`src/rtl/uart_pkg.sv`:
```
// -----------------------------------------------------------------------------
// uart_pkg
// Shared definitions for the memory-mapped UART transmitter (uart_tx_dev) and
// its TX FIFO (uart_fifo).
//   - Register offsets as seen on Addr[3:2]
//   - CTRL / STATUS bit positions
//   - Transmitter FSM state encoding
// No ports (package).
// -----------------------------------------------------------------------------
package uart_pkg;

    // Register select values (Addr[3:2]); byte offset = value * 4
    localparam logic [1:0] REG_CTRL    = 2'd0;
    localparam logic [1:0] REG_DIVISOR = 2'd1;
    localparam logic [1:0] REG_DATA    = 2'd2;
    localparam logic [1:0] REG_STATUS  = 2'd3;

    // CTRL bit positions
    localparam int CTRL_EN_BIT      = 0;
    localparam int CTRL_IRQ_EN_BIT  = 1;
    localparam int CTRL_PAR_ODD_BIT = 2;

    // STATUS bit positions
    localparam int STAT_FULL_BIT  = 0;
    localparam int STAT_EMPTY_BIT = 1;
    localparam int STAT_BUSY_BIT  = 2;
    localparam int STAT_OVF_BIT   = 3;
    localparam int STAT_CNT_LSB   = 4;

    // Transmitter states
    typedef enum logic [2:0] {
        ST_IDLE   = 3'd0,
        ST_START  = 3'd1,
        ST_DATA   = 3'd2,
        ST_PARITY = 3'd3,
        ST_STOP   = 3'd4
    } tx_state_t;

endpackage

```
`src/rtl/uart_fifo.sv`:
```
// -----------------------------------------------------------------------------
// uart_fifo
// Synchronous byte FIFO buffering bytes waiting to be transmitted.
// Head entry is presented combinationally on o_dout (show-ahead), so a pop
// consumes the byte already visible.
// Ports:
//   clk      in   system clock
//   reset    in   synchronous active-high reset; flushes the FIFO
//   i_push   in   write i_din (ignored while full)
//   i_pop    in   discard head entry (ignored while empty)
//   i_din    in   [7:0] byte to store
//   o_dout   out  [7:0] head entry
//   o_full   out  count == FIFO_DEPTH
//   o_empty  out  count == 0
//   o_count  out  number of stored entries
// FIFO_DEPTH must be a power of 2, at least 2 (pointers wrap naturally).
// -----------------------------------------------------------------------------
module uart_fifo #(
    parameter int FIFO_DEPTH = 4
) (
    input  logic                          clk,
    input  logic                          reset,
    input  logic                          i_push,
    input  logic                          i_pop,
    input  logic [7:0]                    i_din,
    output logic [7:0]                    o_dout,
    output logic                          o_full,
    output logic                          o_empty,
    output logic [$clog2(FIFO_DEPTH):0]   o_count
);

    localparam int AW = $clog2(FIFO_DEPTH);
    localparam int CW = AW + 1;

    logic [7:0]    r_mem [FIFO_DEPTH];
    logic [AW-1:0] r_wr_ptr;
    logic [AW-1:0] r_rd_ptr;
    logic [CW-1:0] r_count;

    logic w_push_ok;
    logic w_pop_ok;

    // Full/empty are judged on the pre-edge count, so a push into a full
    // FIFO is dropped even if a pop happens in the same cycle.
    assign w_push_ok = i_push && !o_full;
    assign w_pop_ok  = i_pop && !o_empty;

    always_ff @(posedge clk) begin
        if (reset) begin
            r_wr_ptr <= '0;
            r_rd_ptr <= '0;
            r_count  <= '0;
        end else begin
            if (w_push_ok) begin
                r_wr_ptr <= r_wr_ptr + AW'(1);
            end
            if (w_pop_ok) begin
                r_rd_ptr <= r_rd_ptr + AW'(1);
            end
            case ({w_push_ok, w_pop_ok})
                2'b10:   r_count <= r_count + CW'(1);
                2'b01:   r_count <= r_count - CW'(1);
                default: r_count <= r_count;
            endcase
        end
    end

    // Storage carries no reset; validity is tracked by the pointers/count.
    always_ff @(posedge clk) begin
        if (w_push_ok) begin
            r_mem[r_wr_ptr] <= i_din;
        end
    end

    assign o_dout  = r_mem[r_rd_ptr];
    assign o_full  = (r_count == CW'(FIFO_DEPTH));
    assign o_empty = (r_count == '0);
    assign o_count = r_count;

endmodule

```
`src/rtl/uart_tx_dev.sv`:
```
// -----------------------------------------------------------------------------
// uart_tx_dev
// Memory-mapped UART transmitter. Bytes written to DATA are queued in a small
// FIFO and sent as 8N1 frames on txd, LSB first, each bit lasting DIVISOR+1
// clocks. A level interrupt reports that the transmitter has drained.
//
// Register map (Addr[3:2]):
//   0x0 CTRL    RW  bit0 EN, bit1 IRQ_EN, bit2 PAR_ODD (parity builds only)
//   0x4 DIVISOR RW  bits[15:0]
//   0x8 DATA    WO  write pushes Din[7:0]; reads 0
//   0xC STATUS  RO  bit0 FULL, bit1 EMPTY, bit2 BUSY, bit3 OVF (write 1 clears),
//                   bits[6:4] FIFO count saturated at 7
//
// Ports:
//   clk    in   system clock
//   reset  in   synchronous active-high reset
//   Addr   in   [31:0] bus address, only [3:2] decoded
//   WE     in   write strobe (already gated by the bridge)
//   Din    in   [31:0] write data
//   Dout   out  [31:0] read data, combinational from Addr[3:2]
//   IRQ    out  IRQ_EN & EMPTY & idle
//   txd    out  serial output, idle high
//
// Build option: define UART_TX_PARITY_EN to add CTRL.PAR_ODD and a parity bit
// between the data bits and the stop bit (11-bit frame).
// -----------------------------------------------------------------------------
module uart_tx_dev
    import uart_pkg::*;
#(
    parameter int          FIFO_DEPTH  = 4,
    parameter logic [15:0] DEFAULT_DIV = 16'd9
) (
    input  logic        clk,
    input  logic        reset,
    input  logic [31:0] Addr,
    input  logic        WE,
    input  logic [31:0] Din,
    output logic [31:0] Dout,
    output logic        IRQ,
    output logic        txd
);

    localparam int CW = $clog2(FIFO_DEPTH) + 1;

    // Register file
    logic        r_en;
    logic        r_irq_en;
    logic [15:0] r_divisor;
    logic        r_ovf;
`ifdef UART_TX_PARITY_EN
    logic        r_par_odd;
    logic        r_par_bit;
`endif

    // Transmitter
    tx_state_t   r_state;
    tx_state_t   w_state_next;
    logic [15:0] r_period;
    logic [15:0] r_baud;
    logic [2:0]  r_bitcnt;
    logic [7:0]  r_shift;
    logic        w_pop;
    logic        w_bit_end;
    logic        w_txd;

    // Bus decode
    logic [1:0]  w_sel;
    logic        w_wr_ctrl;
    logic        w_wr_div;
    logic        w_wr_data;
    logic        w_wr_stat;

    // FIFO
    logic [7:0]    w_fifo_dout;
    logic          w_full;
    logic          w_empty;
    logic [CW-1:0] w_fifo_count;

    // Address/data bits that the register map never looks at
    logic w_unused;
    assign w_unused = ^{Addr[31:4], Addr[1:0], Din[31:16]};

    function automatic logic [2:0] sat_count3(input logic [31:0] c);
        if (c > 32'd7) begin
            return 3'd7;
        end
        return c[2:0];
    endfunction

    assign w_sel     = Addr[3:2];
    assign w_wr_ctrl = WE && (w_sel == REG_CTRL);
    assign w_wr_div  = WE && (w_sel == REG_DIVISOR);
    assign w_wr_data = WE && (w_sel == REG_DATA);
    assign w_wr_stat = WE && (w_sel == REG_STATUS);

    uart_fifo #(
        .FIFO_DEPTH (FIFO_DEPTH)
    ) u_fifo (
        .clk     (clk),
        .reset   (reset),
        .i_push  (w_wr_data),
        .i_pop   (w_pop),
        .i_din   (Din[7:0]),
        .o_dout  (w_fifo_dout),
        .o_full  (w_full),
        .o_empty (w_empty),
        .o_count (w_fifo_count)
    );

    // Register writes
    always_ff @(posedge clk) begin
        if (reset) begin
            r_en      <= 1'b0;
            r_irq_en  <= 1'b0;
            r_divisor <= DEFAULT_DIV;
            r_ovf     <= 1'b0;
`ifdef UART_TX_PARITY_EN
            r_par_odd <= 1'b0;
`endif
        end else begin
            if (w_wr_ctrl) begin
                r_en     <= Din[CTRL_EN_BIT];
                r_irq_en <= Din[CTRL_IRQ_EN_BIT];
`ifdef UART_TX_PARITY_EN
                r_par_odd <= Din[CTRL_PAR_ODD_BIT];
`endif
            end
            if (w_wr_div) begin
                r_divisor <= Din[15:0];
            end
            // A DATA write and a STATUS write cannot coincide (different
            // offsets), so set and clear never compete.
            if (w_wr_data && w_full) begin
                r_ovf <= 1'b1;
            end else if (w_wr_stat && Din[STAT_OVF_BIT]) begin
                r_ovf <= 1'b0;
            end
        end
    end

    // FSM state register
    always_ff @(posedge clk) begin
        if (reset) begin
            r_state <= ST_IDLE;
        end else begin
            r_state <= w_state_next;
        end
    end

    assign w_bit_end = (r_baud == r_period);

    // FSM next-state and txd decode
    always_comb begin
        w_state_next = r_state;
        w_pop        = 1'b0;
        w_txd        = 1'b1;
        case (r_state)
            ST_IDLE: begin
                if (r_en && !w_empty) begin
                    w_pop        = 1'b1;
                    w_state_next = ST_START;
                end
            end
            ST_START: begin
                w_txd = 1'b0;
                if (w_bit_end) begin
                    w_state_next = ST_DATA;
                end
            end
            ST_DATA: begin
                w_txd = r_shift[0];
                if (w_bit_end && (r_bitcnt == 3'd7)) begin
`ifdef UART_TX_PARITY_EN
                    w_state_next = ST_PARITY;
`else
                    w_state_next = ST_STOP;
`endif
                end
            end
            ST_PARITY: begin
`ifdef UART_TX_PARITY_EN
                w_txd = r_par_bit;
`endif
                if (w_bit_end) begin
                    w_state_next = ST_STOP;
                end
            end
            ST_STOP: begin
                if (w_bit_end) begin
                    w_state_next = ST_IDLE;
                end
            end
            default: begin
                w_state_next = ST_IDLE;
            end
        endcase
    end

    // Bit timing. The period is captured at the pop so a DIVISOR write only
    // affects the next frame.
    always_ff @(posedge clk) begin
        if (reset) begin
            r_baud   <= '0;
            r_bitcnt <= '0;
            r_period <= DEFAULT_DIV;
        end else if (w_pop) begin
            r_baud   <= '0;
            r_bitcnt <= '0;
            r_period <= r_divisor;
        end else if (r_state != ST_IDLE) begin
            if (w_bit_end) begin
                r_baud <= '0;
                if (r_state == ST_DATA) begin
                    r_bitcnt <= r_bitcnt + 3'd1;
                end
            end else begin
                r_baud <= r_baud + 16'd1;
            end
        end
    end

    // Frame payload; only meaningful while a frame is in flight
    always_ff @(posedge clk) begin
        if (w_pop) begin
            r_shift <= w_fifo_dout;
`ifdef UART_TX_PARITY_EN
            r_par_bit <= (^w_fifo_dout) ^ r_par_odd;
`endif
        end else if ((r_state == ST_DATA) && w_bit_end) begin
            r_shift <= {1'b0, r_shift[7:1]};
        end
    end

    // Read mux
    always_comb begin
        Dout = '0;
        case (w_sel)
            REG_CTRL: begin
                Dout[CTRL_EN_BIT]     = r_en;
                Dout[CTRL_IRQ_EN_BIT] = r_irq_en;
`ifdef UART_TX_PARITY_EN
                Dout[CTRL_PAR_ODD_BIT] = r_par_odd;
`else
                Dout[CTRL_PAR_ODD_BIT] = 1'b0;
`endif
            end
            REG_DIVISOR: begin
                Dout[15:0] = r_divisor;
            end
            REG_DATA: begin
                Dout = '0;
            end
            REG_STATUS: begin
                Dout[STAT_FULL_BIT]             = w_full;
                Dout[STAT_EMPTY_BIT]            = w_empty;
                Dout[STAT_BUSY_BIT]             = (r_state != ST_IDLE);
                Dout[STAT_OVF_BIT]              = r_ovf;
                Dout[STAT_CNT_LSB +: 3]         = sat_count3(32'(w_fifo_count));
            end
            default: begin
                Dout = '0;
            end
        endcase
    end

    assign IRQ = r_irq_en && w_empty && (r_state == ST_IDLE);
    assign txd = w_txd;

endmodule

```
`config.mk`:
```
export PLATFORM = sky130hd
export DESIGN_NAME = uart_tx_dev
export DESIGN_NICKNAME = d
export VERILOG_FILES = /design/src/rtl/uart_pkg.sv /design/src/rtl/uart_fifo.sv /design/src/rtl/uart_tx_dev.sv
export SDC_FILE = /design/constraint.sdc
export NUM_CORES = 1
export LEC_CHECK = 0
export ABC_CLOCK_PERIOD_IN_PS = 3200
export BUFFER_PORTS_ARGS = -buffer_cell sky130_fd_sc_hd__buf_2
export CAP_MARGIN = 15
export CORE_MARGIN = 5
export CORE_UTILIZATION = 54
export DETAILED_ROUTE_END_ITERATION = 10
export HOLD_SLACK_MARGIN = 0.1
export PLACE_DENSITY = 0.91
export SYNTH_ARGS = -nofsm -noshare
export SYNTH_HDL_FRONTEND = slang
export SYNTH_SLANG_ARGS = --single-unit
```
`constraint.sdc`:
```
create_clock -name clk -period 3.2 [get_ports clk]
set_input_delay 0.32 -clock clk [delete_from_list [all_inputs] [get_ports clk]]
set_output_delay 0.32 -clock clk [all_outputs]
set_load 0.01 [all_outputs]
```
After elaboration in Yosys (flattened, before gate mapping)
Memory sizes are Yosys's and may differ from the RTL's. A register that Yosys moved wholly into a read port is not among the register bits.
Index checks and enable logic that the tools add are counted.
{"block": "totals", "regBits": 72, "mem_bits_rw": 32, "input_bits": 67, "output_inout_bits": 34, "elab_cells": 83, "memories": 1}
{"name": "u_fifo.r_mem", "depth": 4, "width": 8, "rd": 1, "rd_clocked_by_memory_dff": 1, "wr": 1, "line_no": "uart_fifo.sv:35", "rtl": "logic [7:0] r_mem [FIFO_DEPTH];"}
{"block": "op_classes", "n_addsub": 6, "eq_ne": 17, "mux": 22, "n_reduce_logical": 25}
{"operator": "16-bit by 1-bit adder with 16-bit output, second input constant", "count": 1}
{"operator": "16-bit equality test", "count": 1}
{"operator": "16-bit 2-to-1 mux", "count": 1}
{"operator": "8-bit 2-to-1 mux", "count": 2}
{"operator": "3-bit 2-to-1 mux", "count": 5}
{"operator": "3-bit case mux with 5 select lines", "count": 1}
{"operator": "1-bit logical AND", "count": 13}
{"operator": "3-bit case mux with 4 select lines", "count": 1}
{"operator": "2-bit != test, second input constant", "count": 5}
{"operator": "3-bit equality test, second input constant", "count": 3}
{"operator": "9-bit 2-to-1 mux", "count": 1}
{"operator": "4-bit case mux with 2 select lines", "count": 1}
{"operator": "3-bit by 1-bit adder with 3-bit output, second input constant", "count": 2}
{"operator": "2-bit equality test, second input constant", "count": 3}
{"operator": "3-bit by 2-bit equality test with 1-bit output, second input constant", "count": 2}
{"operator": "3-bit logical NOT", "count": 2}
{"operator": "1-bit 2-to-1 mux", "count": 6}
{"operator": "3-bit case mux with 2 select lines", "count": 1}
{"operator": "2-bit nonzero test", "count": 3}
{"operator": "5-bit AND reduction", "count": 1}
{"operator": "2-bit by 1-bit adder with 2-bit output, second input constant", "count": 2}
{"operator": "2-bit by 1-bit equality test with 1-bit output, second input constant", "count": 2}
{"operator": "2-bit 2-to-1 mux", "count": 2}
{"operator": "3-bit by 1-bit equality test with 1-bit output, second input constant", "count": 1}
{"operator": "7 further kinds", "count": 8}

Logic depth before layout (Yosys ltp)
Gate-level depths: netlist (run 1).
{"block": "logic_depth", "word_depth": 8, "depth_mapped": 12, "mapped_depth_nobuf": 9}

Hierarchy
A second synthesis (run 1) with hierarchy kept.
{"block": "hier_totals", "cells_unflattened": 473, "hier_area_um2": 4723.3}
{"mod": "uart_tx_dev", "n_inst": 1, "cells_each": 377, "area_each_um2": 3088.0, "seq_area_each_um2": 1381.3}
{"mod": "uart_fifo", "n_inst": 1, "cells_each": 96, "area_each_um2": 1635.3, "seq_area_each_um2": 1141.1}

Worst setup path after synthesis (run 1)
Ideal clock, no wire load.
{"block": "synth_timing", "kind": "reg2reg", "start": "register r_state[0]", "end": "register u_fifo.r_count[2] (netlist: u_fifo.o_count[2])", "setup_ns": 0.070, "t_arrival_ns": 2.518, "required_ns": 3.130, "slack_ns": 0.611, "stages_incl_launch_ff": 13, "n_path_buf": 3, "period_less_slack_ns": 2.589, "path_cell_list": "dfxtp_1 -> buf_2 -> nor3_4 -> nand3_2 -> inv_2 -> buf_4 -> buf_2 -> ha_1 -> inv_1 -> fa_1 -> xor2_1 -> or3_1 -> a21oi_1"}
{"block": "synth_between", "elab_chain_cells": 5, "elab_cells_between_ends": 7, "classes_between": "eq/ne: 2; mux: 2; reduce/logical: 3"}
{"element": "start: declaration", "line_no": "uart_tx_dev.sv:56", "rtl": "tx_state_t r_state;"}
{"element": "start signal: assignment", "line_no": "uart_tx_dev.sv:146", "rtl": "r_state <= w_state_next;"}
{"element": "3-bit logical NOT *", "line_no": "uart_tx_dev.sv:157", "rtl": "case (r_state)"}
{"element": "1-bit 2-to-1 mux *", "line_no": "uart_tx_dev.sv:157"}
{"element": "1-bit logical AND *", "line_no": "uart_fifo.sv:46", "rtl": "assign w_pop_ok = i_pop && !o_empty;"}
{"element": "named net u_fifo.w_pop_ok", "line_no": "uart_fifo.sv:41", "rtl": "logic w_pop_ok;"}
{"element": "2-bit by 1-bit equality test with 1-bit output or 2-bit equality test (tied branches)", "line_no": "uart_fifo.sv:60", "rtl": "case ({w_push_ok, w_pop_ok})"}
{"element": "3-bit case mux with 2 select lines or 2-bit nonzero test (tied branches)"}
{"element": "end signal: assignment", "line_no": "uart_fifo.sv:61", "rtl": "2'b10: r_count <= r_count + CW'(1);"}
{"element": "end signal: assignment", "line_no": "uart_fifo.sv:62", "rtl": "2'b01: r_count <= r_count - CW'(1);"}
{"element": "end signal: assignment", "line_no": "uart_fifo.sv:63", "rtl": "default: r_count <= r_count;"}
{"element": "end: declaration", "line_no": "uart_fifo.sv:38", "rtl": "logic [CW-1:0] r_count;"}
The timed path passes the listed nets; every way through them passes the cells marked *.
A chain may end at the register's enable or synchronous reset.

Final worst setup path (run 1)
{"block": "layout_timing", "start": "register r_state[0]", "end": "register u_fifo.r_count[2] (netlist: u_fifo.o_count[2])"}
{"block": "layout_between", "elab_chain_cells": 5, "elab_cells_between_ends": 7, "classes_between": "eq/ne: 2; mux: 2; reduce/logical: 3"}
{"element": "3-bit logical NOT *", "line_no": "uart_tx_dev.sv:157"}
{"element": "1-bit 2-to-1 mux *", "line_no": "uart_tx_dev.sv:157"}
{"element": "1-bit logical AND *", "line_no": "uart_fifo.sv:46"}
{"element": "2-bit by 1-bit equality test with 1-bit output or 2-bit equality test (tied branches)", "line_no": "uart_fifo.sv:60"}
{"element": "3-bit case mux with 2 select lines or 2-bit nonzero test (tied branches)"}
Every way passes the cells marked *; elsewhere a longest branch is shown, timed or not.

==> results of run 1 <==
==> through the flow <==
step                 util  hold slack [ns]  instances
floorplan               -            0.419        484
global placement    0.570            0.448        596
detailed placement  0.570            0.460        596
CTS                 0.591            0.167        612
global route        0.591            0.158        612
finish              0.591            0.173        612
==> worst max-delay path: cells and delay by family (launching register included) <==
kind / cells / cell delay (ns)
XOR/XNOR: 1 / 0.17
AO/OA/AOI/OAI: 1 / 0.17
flip-flops: 1 / 0.44
buffers and inverters: 2 / 0.14
adder cells (fa/ha/maj): 2 / 0.55
AND/OR/NAND/NOR: 3 / 0.86
==> registers in the layout, summed over array words and instances (netlist names), named ones only <==
name / count
r_irq_en: 1
u_fifo.r_rd_ptr: 2
r_shift: 8
r_ovf: 1
u_fifo.o_count: 3
r_state: 3
r_divisor: 16
r_period: 16
r_en: 1
u_fifo.r_mem: 32
r_bitcnt: 3
r_baud: 16
u_fifo.r_wr_ptr: 2
==> kinds of logic (layout without fill, tap and decap cells) <==
logic type | Yosys count | in the layout | synth area share
buffers and inverters | 49 | 69 | 0.0541
multiplexers | 20 | 20 | 0.0637
XOR/XNOR | 34 | 34 | 0.0631
AND/OR/NAND/NOR | 205 | 205 | 0.206
adder cells (fa/ha/maj) | 9 | 9 | 0.0255
AO/OA/AOI/OAI | 45 | 45 | 0.0520
flip-flops | 106 | 106 | 0.535
other | 1 | 16 | 0.000795
==> layer usage <==
layer | share of wire | up-vias | wire (um) | track usage
li1 | - | 1603 | - | -
met1 | 0.42 | 1528 | 3820 | 0.229
met2 | 0.50 | 89 | 4580 | 0.294
met3 | 0.048 | 18 | 437 | 0.0349
met4 | 0.029 | 0 | 261 | 0.0767
met5 | 0 | - | 0 | 0
==> cells in the mapped netlist (all sizes together), types with 6 or more instances <==
library cell / instances
ha: 8
inv: 9
nand4: 7
buf: 26
clkbuf: 14
mux2i: 12
nand3b: 6
nand3: 6
edfxtp: 40
nand2: 105
mux4: 8
and2: 15
xor2: 25
xnor2: 9
nor2b: 6
nor2: 35
dfxtp: 66
a21oi: 35
==> power by group through the flow <==
stage | Clock [mW] | Sequential, mW | Combinational [mW]
after CTS | 0.786 | 1.42 | 0.116
final | 0.783 | 1.42 | 0.117
after floorplan | 0 | 1.45 | 0.0896
after global placement | 0 | 1.45 | 0.110
after detailed placement | 0 | 1.45 | 0.116
after global routing | 0.853 | 1.43 | 0.129
==> cell type report <==
class | instances | share of cell area
repair buffers | 44 | 0.0461
flip-flops and latches | 106 | 0.494
multi-input cells | 329 | 0.391
well taps | 108 | 0.0265
inverters | 9 | 0.00662
clock inverters | 6 | 0.0108
clock buffers | 10 | 0.0250
==> worst max path at each step <==
stage / end / slack, ns
after floorplan: u_fifo.o_count[2]$_SDFFE_PP0P_ / 0.61
after global placement: u_fifo.o_count[2]$_SDFFE_PP0P_ / 0.93
after detailed placement: u_fifo.o_count[2]$_SDFFE_PP0P_ / 0.80
after CTS: u_fifo.o_count[2]$_SDFFE_PP0P_ / 0.79
after global routing: u_fifo.o_count[2]$_SDFFE_PP0P_ / 0.64
final: u_fifo.o_count[2]$_SDFFE_PP0P_ / 0.80
==> impl_summary.md, run 1 <==
GRT
The via count of the first global-routing pass is 3170. The initial antenna violation count came to 0. The first-pass GRT wire length is around 15 mm. In the global route stage, overall resource usage came out at 0.178. Entering global routing, the biggest net connects 50 pins. After global routing the overflow that remains totals 0.

Cells and area
The layout overhead on the synthesized area is 8.22%. The area occupied by registers is 0.00252 mm2. The area used by multi-input combinational logic is 0.00200 mm2.

The number of fillers in the final layout is 658. The antenna diode count is 0. The leading cell type in the layout, fill and taps excluded is sky130_fd_sc_hd__nand2_1. In the layout the commonest cells are sky130_fd_sc_hd__nand2_1, sky130_fd_sc_hd__dfxtp_1, sky130_fd_sc_hd__edfxtp_1. The number of nets at the end of the flow is about 580. The final non-filler cell area is 0.00510 mm2. Of the cells placed in the final design, the portion with a size suffix greater than 1 is 0.147.

Critical path
The slowest stage of the critical path belongs to the cell sky130_fd_sc_hd__dfxtp_1. STA classifies the critical path endpoint as a register. In this run the critical register-to-register path is captured at u_fifo.o_count[2]$_SDFFE_PP0P_.

In this design, the stage delay of the slowest critical-path cell is 0.44 ns. Traced cell by cell, the critical path runs through nor3_4 -> nand3_2 -> inv_2 -> ha_1 -> inv_1 -> fa_1 -> xor2_1 -> or3_1 -> a21oi_1. The critical path launch point type is a register.

The data arrival time of the critical path is 2.71 ns. For the worst setup path, the data required time is 3.51 ns. The timing startpoint of the critical path is r_state[0]$_SDFFE_PP0P_.

The maximum fanout along the worst path is 9. The worst reg2reg path depth is 9. The worst register-to-register path begins at r_state[0]$_SDFFE_PP0P_. The critical path class is reg -> reg. The slack of the worst reg-to-reg path is 0.80 ns.

Detailed routing
The number of vias after detailed routing is between 3000 and 4000. The number of nets with antenna violations after detailed routing is 0. The number of detailed-route iterations in the first pass is 4. For this block, the routed nets add up to approximately 9.1 mm of wire. The routed length per placed instance is around 15 um. After detailed routing, the number of vias per cell comes to roughly 5.3. The DRC violation count after routing is 0.

For this block, the initial DRC count from the detailed router was 169.

Yosys
Synthesis inferred 106 register bits. The sequential fraction of the synthesis area is 0.535. The count of distinct cell types in the synthesized netlist is 44. The synthesized design contains 40 enable-type register cells. The total standard cell area after synthesis is between 0.004 and 0.005 mm2.

Of the post-synthesis cell area, the dominant cell type holds 0.280. Yosys printed 0 warnings. After synthesis, the mean cell area works out to 10.1 um2.

By area the synthesized netlist is led by sky130_fd_sc_hd__dfxtp_1, sky130_fd_sc_hd__edfxtp_1, sky130_fd_sc_hd__nand2_1. Of all flip-flops after synthesis, the portion carrying an async set or reset was 0. Synthesis produced 469 cells.

The main flop type after synthesis is sky130_fd_sc_hd__dfxtp_1. The biggest area contributor in the post-synthesis netlist is sky130_fd_sc_hd__dfxtp_1.

Power and ir drop
The total chip power is between 2 and 2.5 mW. Summed over all cells, the static leakage comes to 2.00 nW. IR analysis of the VDD net gives a maximum drop of 0.000400 V. The share of total power dissipated in the clock network is 0.337. Of the total power, registers draw 0.613.

The analysis attributes to net switching a power of ~0.57 mW. Dividing total power by cell area gives a power density of 455 mW/mm2. The switching part of the total is 0.245. The combinational group share of total power is 0.050.

The cell-internal power is 1.75 mW.

Job
The number of max-cap violations is 0.

Clock network
The clock passes through at most 2 buffers. TritonCTS built the clock tree. Buffers inserted to repair hold after CTS numbered 0.

Buffers inserted during clock tree synthesis total 9. The clock latency reported for the late side of the worst-skew pair is 0.38 ns. The clock-pin slew reported for the worst setup and hold paths after clock tree synthesis is 0.11 ns.

The number of clock sinks is 106. The root buffer cell chosen for the clock tree is sky130_fd_sc_hd__clkbuf_8. The number of H-tree levels is 3. The number of gates resized after CTS was 0. After clock tree synthesis, the setup repair step added 0 buffers.

STA
The post-route clock skew is around 0.015 ns. The sum of negative setup slack is 0 ns. The slew of the pin with the lowest slew margin is 0.638 ns. In this run the tightest slew margin relative to its limit is 0.574. Setup repair after global routing left no endpoint under its margin. The achievable frequency is approximately 420 MHz.

Dividing the final minimum period by the clock period gives 0.751. Setup violations remaining at the end of the flow were counted as 0. The final critical-path required period is about 2.4 ns.

The max-slew violation total from the final report is 0. The final worst slack is 0.798 ns. The final hold violation count is 0.

Placement
The worst slack at placement is just under 0.8 ns. Routability-driven placement finished with a final weighted congestion of ~0.85. The half-perimeter wire length after placement is 6.57 mm.

The placed instances occupy a cell area of 0.00492 mm2. In this run the tool buffered the top-level ports with 38 buffer cells.

Floorplan
In this run the count of I/O pins placed on the die edge is 101. The die is 103 um wide. The floorplan step defined a die boundary enclosing around 0.011 mm2. From bottom edge to top edge, the die measures 103 um. The initial cell density of the core is 0.546. The total area inside the core boundary comes to 0.00864 mm2.

The row count is 34.

Outcome
The flow ran to the end, and the final reports show no timing, DRC or antenna violations.

Hold path
The hold path startpoint is Din[13]. For hold timing, the worst endpoint is r_divisor[13]$_SDFFE_PP0P_. Along the worst hold path, the cell count comes to 3. In this run the worst hold path is classified as in -> reg.
No activity file was read; power rests on OpenSTA's default activity.
==> run 2, diff against run 1 <==
- ABC_CLOCK_PERIOD_IN_PS: 3200 -> 2200
- CORE_UTILIZATION: 54 -> 49
- PLACE_DENSITY: 0.91 -> 0.88
- clock period: 3.2 -> 2.2 ns (I/O delays scaled with it)
==> run 2 against run 1 <==
Effect of this change: combinational power up 68%; critical path depth unchanged; largest cell class unchanged; sequential share of layout area down 2.3 points; non-clock buffer count up 22; core utilization down 1.8 points.
==> impl_summary.md, run 2 (synthesized netlist as in run 1, its figures left out) <==
STA
The final hold violation count is 0 (unchanged). The final critical-path required period came to 2.07 ns (-0.330 ns). The achievable frequency is 483 MHz (+16%). The count of final setup violators is 0 (unchanged). The post-route clock skew is 0.0118 ns (-0.00334 ns). The slew of the pin with the lowest slew margin is 0.617 ns (-0.0216 ns).

The max-slew violation total from the final report is 0 (unchanged). Setup repair after global routing left no endpoint under its margin. The period utilization is 0.942 (+0.191).

The remaining max-slew budget at the tightest pin is 0.589 (+0.0153).

GRT
The first-pass GRT wire length is 16.8 mm (+14%). The initial antenna violation count is 0 (unchanged). The global routing usage summed across all routing layers came to 0.181 (+0.00269). The sum of overflow across all layers after global routing is 0 (unchanged). The via count of the first global-routing pass is 3492 (+10%). The largest net degree at the start of global routing is 32 (-36%).

Critical path
The slack of the worst reg-to-reg path came to 0.13 ns (-0.67 ns). The biggest cell delay along the critical path came to 0.45 ns (about the same). The worst flop-to-flop path endpoint is u_fifo.o_count[2]$_SDFFE_PP0P_. The worst reg2reg path depth came to 9 (unchanged).

STA classifies the critical path startpoint as a register. The data arrival time of the critical path came to 2.39 ns (-0.32 ns). The maximum fanout along the worst path is 5 (-4). The family with the most delay on the worst path is simple AND/OR/NAND/NOR gates.

The critical path's slowest cell is sky130_fd_sc_hd__dfxtp_1. The sum of buffers and inverters on the critical path is 2 (unchanged). The critical path class is reg -> reg. Walking the worst path, the cells encountered are or3_1 -> nand3_2 -> inv_2 -> ha_4 -> inv_2 -> fa_2 -> xor2_1 -> or3_1 -> a21oi_1. The worst path required time is 2.51 ns (-1.00 ns). The worst setup path is captured at a register. The startpoint identified for the worst register-to-register timing path is u_fifo.o_count[0]$_SDFFE_PP0P_.

Cells and area
The area occupied by registers is 0.00252 mm2 (unchanged). The number of nets at the end of the flow is 597 (+3.8%). The area used by multi-input combinational logic is 0.00202 mm2 (+1.0%). The fraction of layout cells with a size suffix above 1 was 0.171 (+0.0243). The flip-flop count of the largest register after layout was 32 (unchanged). The leading cell type in the layout, fill and taps excluded is sky130_fd_sc_hd__nand2_1. The layout overhead on the synthesized area is 13.4%. The antenna diode count came to 0 (unchanged). In the layout the commonest cells are sky130_fd_sc_hd__nand2_1, sky130_fd_sc_hd__dfxtp_1, sky130_fd_sc_hd__edfxtp_1. The number of cells in the finished layout apart from fillers is 655 (+7.0%). The number of fillers in the final layout was 717 (+9.0%). The register with the most flip-flops in the final layout is u_fifo.r_mem.

Floorplan
The number of ports placed on the die boundary was 101 (unchanged). The initial cell density of the core is 0.506 (-0.0405). The chip width came to 108 um (+4.5%). The row count is 35 (+2.9%). The height of the chip is 108 um (+4.5%).

The area inside the core boundary came to 0.00933 mm2 (+8.0%). The floorplan die area is 0.0117 mm2 (+9.2%).

Detailed routing
The number of vias per cell after detailed routing is 5.31 (+0.45%). The DRC violation count after routing was 0 (unchanged). The total wire length after detailed routing was 10.2 mm (+12%). The routed length per placed instance is 15.5 um (+4.6%).

The number of nets with antenna violations after detailed routing is 0 (unchanged). The number of vias after detailed routing is 3481 (+7.5%). The violation count after the first detailed-route iteration is 272 (+61%). The number of detailed-route iterations in the first pass is 5 (+1).

Hold path
The type of the worst min-delay path is in -> reg. The hold path startpoint is Din[7]. The cell depth of the worst hold path is 1 (-2). The worst hold endpoint is u_fifo.r_mem[3][7]$_DFFE_PP_.

Outcome
The run finished with clean final reports.

Power and ir drop
The total chip power came to 3.39 mW (+46%). The worst voltage drop across the vdd grid came to 0.000466 V (+17%). The areal power density over the cells is 634 mW/mm2 (+39%). The reported leakage power is 2.10 nW (+5.2%).

Clock network
The clock-pin slew reported for the worst setup and hold paths after clock tree synthesis is 0.11 ns (about the same). The number of buffers between clock root and the deepest sink is 2 (unchanged). The number of clock sinks is 106 (unchanged).

The clock latency reported for the late side of the worst-skew pair is 0.37 ns (about the same). The TritonCTS clock tree is done. The clock tree root driver cell is sky130_fd_sc_hd__clkbuf_8.

The total clock buffers created by CTS was 9 (unchanged). The number of H-tree levels is 3 (unchanged).

Placement
The routability congestion estimate is 0.805 (-4.8%). The number of placed instances, taps included is 628 (+5.4%). The half-perimeter wire length after placement is 6.97 mm (+6.2%). The count of input and output buffers came to 38 (unchanged).

Job
The number of max-cap violations was 0 (unchanged).
## run 2: area by class of cell
type                    instances  share of cell area
flip-flops and latches        106               0.472
repair buffers                 66              0.0800
multi-input cells             329               0.377
clock buffers                   9              0.0232
clock inverters                 7              0.0119
well taps                     129              0.0302
inverters                       9             0.00632
## run 2: how the worst max path moves through the flow
stage | slack [ns] | to | cells after the start | startpoint
after floorplan | -0.15 | u_fifo.o_count[2]$_SDFFE_PP0P_ | 12 | r_state[2]$_SDFFE_PP0P_
after global placement | 0.22 | u_fifo.o_count[2]$_SDFFE_PP0P_ | 9 | u_fifo.o_count[2]$_SDFFE_PP0P_
after detailed placement | 0.12 | u_fifo.o_count[2]$_SDFFE_PP0P_ | 9 | u_fifo.o_count[2]$_SDFFE_PP0P_
after CTS | 0.1 | u_fifo.o_count[2]$_SDFFE_PP0P_ | 9 | u_fifo.o_count[2]$_SDFFE_PP0P_
after global routing | 0.004 | u_fifo.o_count[2]$_SDFFE_PP0P_ | 9 | u_fifo.o_count[0]$_SDFFE_PP0P_
final | 0.13 | u_fifo.o_count[2]$_SDFFE_PP0P_ | 9 | u_fifo.o_count[0]$_SDFFE_PP0P_
## run 2: per-layer routing
| layer | vias up | GRT usage | routed length [um] | part of all wire |
|---|---|---|---|---|
| met5 | - | 0 | 0 | 0 |
| met4 | 0 | 0.0712 | 267 | 0.026 |
| met3 | 26 | 0.0245 | 604 | 0.059 |
| met2 | 152 | 0.322 | 5250 | 0.52 |
| met1 | 1654 | 0.221 | 4060 | 0.40 |
| li1 | 1649 | - | - | - |
## run 2: where the power goes
part	internal [mW]	leakage [nW]	switching, mW	total, mW
clock	0.430	0.0891	0.697	1.13
combinational	0.0770	1.12	0.119	0.196
sequential	2.05	0.893	0.0185	2.07
total	2.56	2.10	0.834	3.39
## run 2: metrics by stage
step / setup WS (ns) / area (um2) / setup TNS, ns / hold slack (ns) / utilization
6_report: 0.128 / 5350 / 0 / 0.117 / 0.573
5_1_grt: 0.00392 / 5350 / 0 / 0.115 / 0.573
2_1_floorplan: -0.147 / 4810 / -0.162 / 0.319 / -
3_3_place_gp: 0.221 / 5050 / 0 / 0.447 / 0.541
4_1_cts: 0.0994 / 5320 / 0 / 0.101 / 0.571
3_5_place_dp: 0.120 / 5050 / 0 / 0.461 / 0.541
## run 2: repair_timing
action,in CTS,in global routing
endpoints found under the hold margin,11,5
hold buffers,9,2
setup buffers,0,0
setup endpoints to repair,0,1
resized for setup,0,1
==> run 3, diff against run 2 <==
- CORE_UTILIZATION: 49 -> 51
- CTS_BUF_LIST: unset -> sky130_fd_sc_hd__clkbuf_4
- PLACE_DENSITY: 0.88 -> 0.9
- REMOVE_ABC_BUFFERS: unset -> 1
==> run 3 against run 2 <==
Effect of this change: sequential power is essentially flat; wire length is 0.48% higher; combinational power increased by 2%; largest cell class unchanged; critical endpoint unchanged; maximum frequency shrank 4.3%; total power is 5.1% lower.
==> impl_summary.md, run 3 (synthesized netlist as in run 1, its figures left out) <==
Cells and area
The number of nets at the end of the flow is 601 (+0.67%). The register with the highest flop count is u_fifo.r_mem. The number of cells in the finished layout apart from fillers is 641 (-2.1%). In the layout the commonest cells are sky130_fd_sc_hd__nand2_1, sky130_fd_sc_hd__dfxtp_1, sky130_fd_sc_hd__edfxtp_1. The number of fillers in the final layout is 689 (-3.9%). The fraction of layout cells with a size suffix above 1 is 0.174 (+0.00248). The flip-flop count of the largest register after layout came to 32 (unchanged). The leading cell type in the layout, fill and taps excluded is sky130_fd_sc_hd__nand2_1. The layout overhead on the synthesized area is 12.8%. The antenna diode count came to 0 (unchanged). The final non-filler cell area was 0.00532 mm2 (-0.56%).

Critical path
The worst register-to-register path begins at r_state[2]$_SDFFE_PP0P_. The worst path required time is 2.60 ns (+0.09 ns). The worst reg2reg path depth is 9 (unchanged). The data arrival time of the critical path is 2.57 ns (+0.18 ns). The slack of the worst reg-to-reg path came to 0.04 ns (-0.09 ns). The maximum fanout along the worst path is 2 (-3).

In this run the critical register-to-register path is captured at u_fifo.o_count[2]$_SDFFE_PP0P_. The critical path launch point type is a register. The critical path class is reg -> reg. The endpoint type of the worst setup path is a register.

Clock network
The post-CTS setup-driven buffer insertion count is 0 (unchanged). The total clock buffers created by CTS is 9 (unchanged). The clock-pin slew reported for the worst setup and hold paths after clock tree synthesis was 0.17 ns (+0.06 ns). TritonCTS built the clock tree. The number of clock sinks was 106 (unchanged). The clock latency reported for the late side of the worst-skew pair is 0.47 ns (+0.10 ns).

The root buffer cell chosen for the clock tree is sky130_fd_sc_hd__clkbuf_4. The number of H-tree levels was 3 (unchanged). The number of buffers between clock root and the deepest sink was 2 (unchanged).

Hold path
The path class of the tightest hold or removal check is in -> reg. The worst hold endpoint is r_ovf$_SDFFE_PP0P_. The cell depth of the worst hold path is 4 (+3). The worst hold path begins at WE.

Outcome
The run finished with clean final reports.

GRT
The largest net degree at the start of global routing came to 29 (-9.4%). The via count of the first global-routing pass was 3549 (+1.6%). The sum of overflow across all layers after global routing is 0 (unchanged). The global routing usage summed across all routing layers is 0.188 (+0.00740). The initial antenna violation count came to 0 (unchanged). The first-pass GRT wire length is 17.2 mm (+2.5%).

Detailed routing
The total wire length after detailed routing came to 10.2 mm (+0.48%). The violation count after the first detailed-route iteration is 243 (-11%). The number of vias per cell after detailed routing is 5.53 (+4.0%). The number of nets with antenna violations after detailed routing was 0 (unchanged). The number of detailed-route iterations in the first pass is 5 (unchanged). The DRC violation count after routing is 0 (unchanged). The number of vias after detailed routing is 3544 (+1.8%).

The routed length per placed instance is 16.0 um (+2.7%).

Floorplan
The number of ports placed on the die boundary came to 101 (unchanged). The initial cell density of the core is 0.518 (+0.0122). The row count came to 35 (unchanged). The floorplan die area came to 0.0113 mm2 (-3.6%).

The height of the chip came to 106 um (-1.8%). The chip width was 106 um (-1.8%). The area inside the core boundary is 0.00911 mm2 (-2.3%).

Placement
The worst slack at placement was 0.0399 ns (-0.0804 ns). The cell area after placement is 0.00500 mm2 (-0.89%). The count of input and output buffers was 38 (unchanged).

The routability congestion estimate was 0.852 (+5.9%). The number of placed instances, taps included is 609 (-3.0%). The half-perimeter wire length after placement is 7.00 mm (+0.41%).

STA
The sum of negative setup slack came to 0 ns (unchanged). The slew of the pin with the lowest slew margin is 0.585 ns (-0.0318 ns). The final hold slack is 0.162 ns (+0.0451 ns). The final hold violation count is 0 (unchanged). The achievable frequency is 462 MHz (-4.3%). The final critical-path required period is 2.16 ns (+0.0927 ns). The final worst slack is 0.0353 ns (-0.0927 ns). The period utilization is 0.984 (+0.0421). The count of final setup violators was 0 (unchanged). The remaining max-slew budget at the tightest pin is 0.610 (+0.0212). The post-route clock skew was 0.0279 ns (+0.0162 ns). The max-slew violation total from the final report is 0 (unchanged).

Job
The number of max-cap violations came to 0 (unchanged).

Power and ir drop
The areal power density over the cells came to 606 mW/mm2 (-4.5%). The reported leakage power was 2.10 nW (-0.23%). The worst voltage drop across the vdd grid is 0.000553 V (+19%).
-- run 3: cell count changes in the layout (fill, tap and decap cells not counted), sizes merged --
cell | previous run | this run
clkinv | 3 | 1
clkinvlp | 2 | 1
inv | 11 | 14
dlygate4sd3 | 11 | 16
buf | 55 | 54
-- run 3: final cells by class --
type,instances,area (um2),area share
Multi-Input combinational cell,329,2010,0.378
Tap cell,111,139,0.0261
Timing Repair Buffer,70,470,0.0884
Clock inverter,7,65.1,0.0122
Inverter,9,33.8,0.00635
Clock buffer,9,67.6,0.0127
Sequential cell,106,2530,0.476
-- run 3: how the worst max path moves through the flow --
stage,from,end,slack [ns],cells after the start
6_report,r_state[2]$_SDFFE_PP0P_,u_fifo.o_count[2]$_SDFFE_PP0P_,0.04,9
5_1_grt,r_state[2]$_SDFFE_PP0P_,u_fifo.o_count[2]$_SDFFE_PP0P_,-0.04,9
3_5_place_dp,u_fifo.o_count[2]$_SDFFE_PP0P_,u_fifo.o_count[2]$_SDFFE_PP0P_,0.04,9
4_1_cts,u_fifo.o_count[0]$_SDFFE_PP0P_,u_fifo.o_count[2]$_SDFFE_PP0P_,0.01,9
2_1_floorplan,r_state[0]$_SDFFE_PP0P_,u_fifo.o_count[2]$_SDFFE_PP0P_,-0.56,9
3_3_place_gp,u_fifo.o_count[2]$_SDFFE_PP0P_,u_fifo.o_count[2]$_SDFFE_PP0P_,0.16,9
-- run 3: critical path, stage by stage (launching register included) --
cell and delay (ns):
sky130_fd_sc_hd__dfxtp_2 0.37, sky130_fd_sc_hd__nor3_4 0.24, sky130_fd_sc_hd__nand3_2 0.14, sky130_fd_sc_hd__inv_2 0.09
sky130_fd_sc_hd__ha_2 0.20, sky130_fd_sc_hd__inv_1 0.05, sky130_fd_sc_hd__fa_1 0.38, sky130_fd_sc_hd__xor2_1 0.16
sky130_fd_sc_hd__or3_1 0.31, sky130_fd_sc_hd__a21oi_1 0.16
-- run 3: layer usage --
metal / global-route usage / routed length [um]
met2: 0.328 / 5350
met5: 0 / 0
met4: 0.0907 / 357
met3: 0.0285 / 541
met1: 0.227 / 3980
-- run 3: repair_timing --
action,in CTS,in global routing
setup endpoints to repair,1,1
pin swaps,0,2
hold endpoints to repair,49,0
resized for setup,1,9
hold buffers,16,0
-- run 3: report_power, final --
| group | switching [mW] | internal [mW] |
|---|---|---|
| sequential | 0.0184 | 2.05 |
| clock | 0.687 | 0.263 |
| combinational | 0.118 | 0.0818 |
| total | 0.823 | 2.40 |
-- run 3: per-stage QoR --
step | total power, mW | util
2_1_floorplan | 2.20 | -
3_3_place_gp | 2.28 | 0.549
3_5_place_dp | 2.29 | 0.549
4_1_cts | 3.23 | 0.582
5_1_grt | 3.35 | 0.584
6_report | 3.22 | 0.584
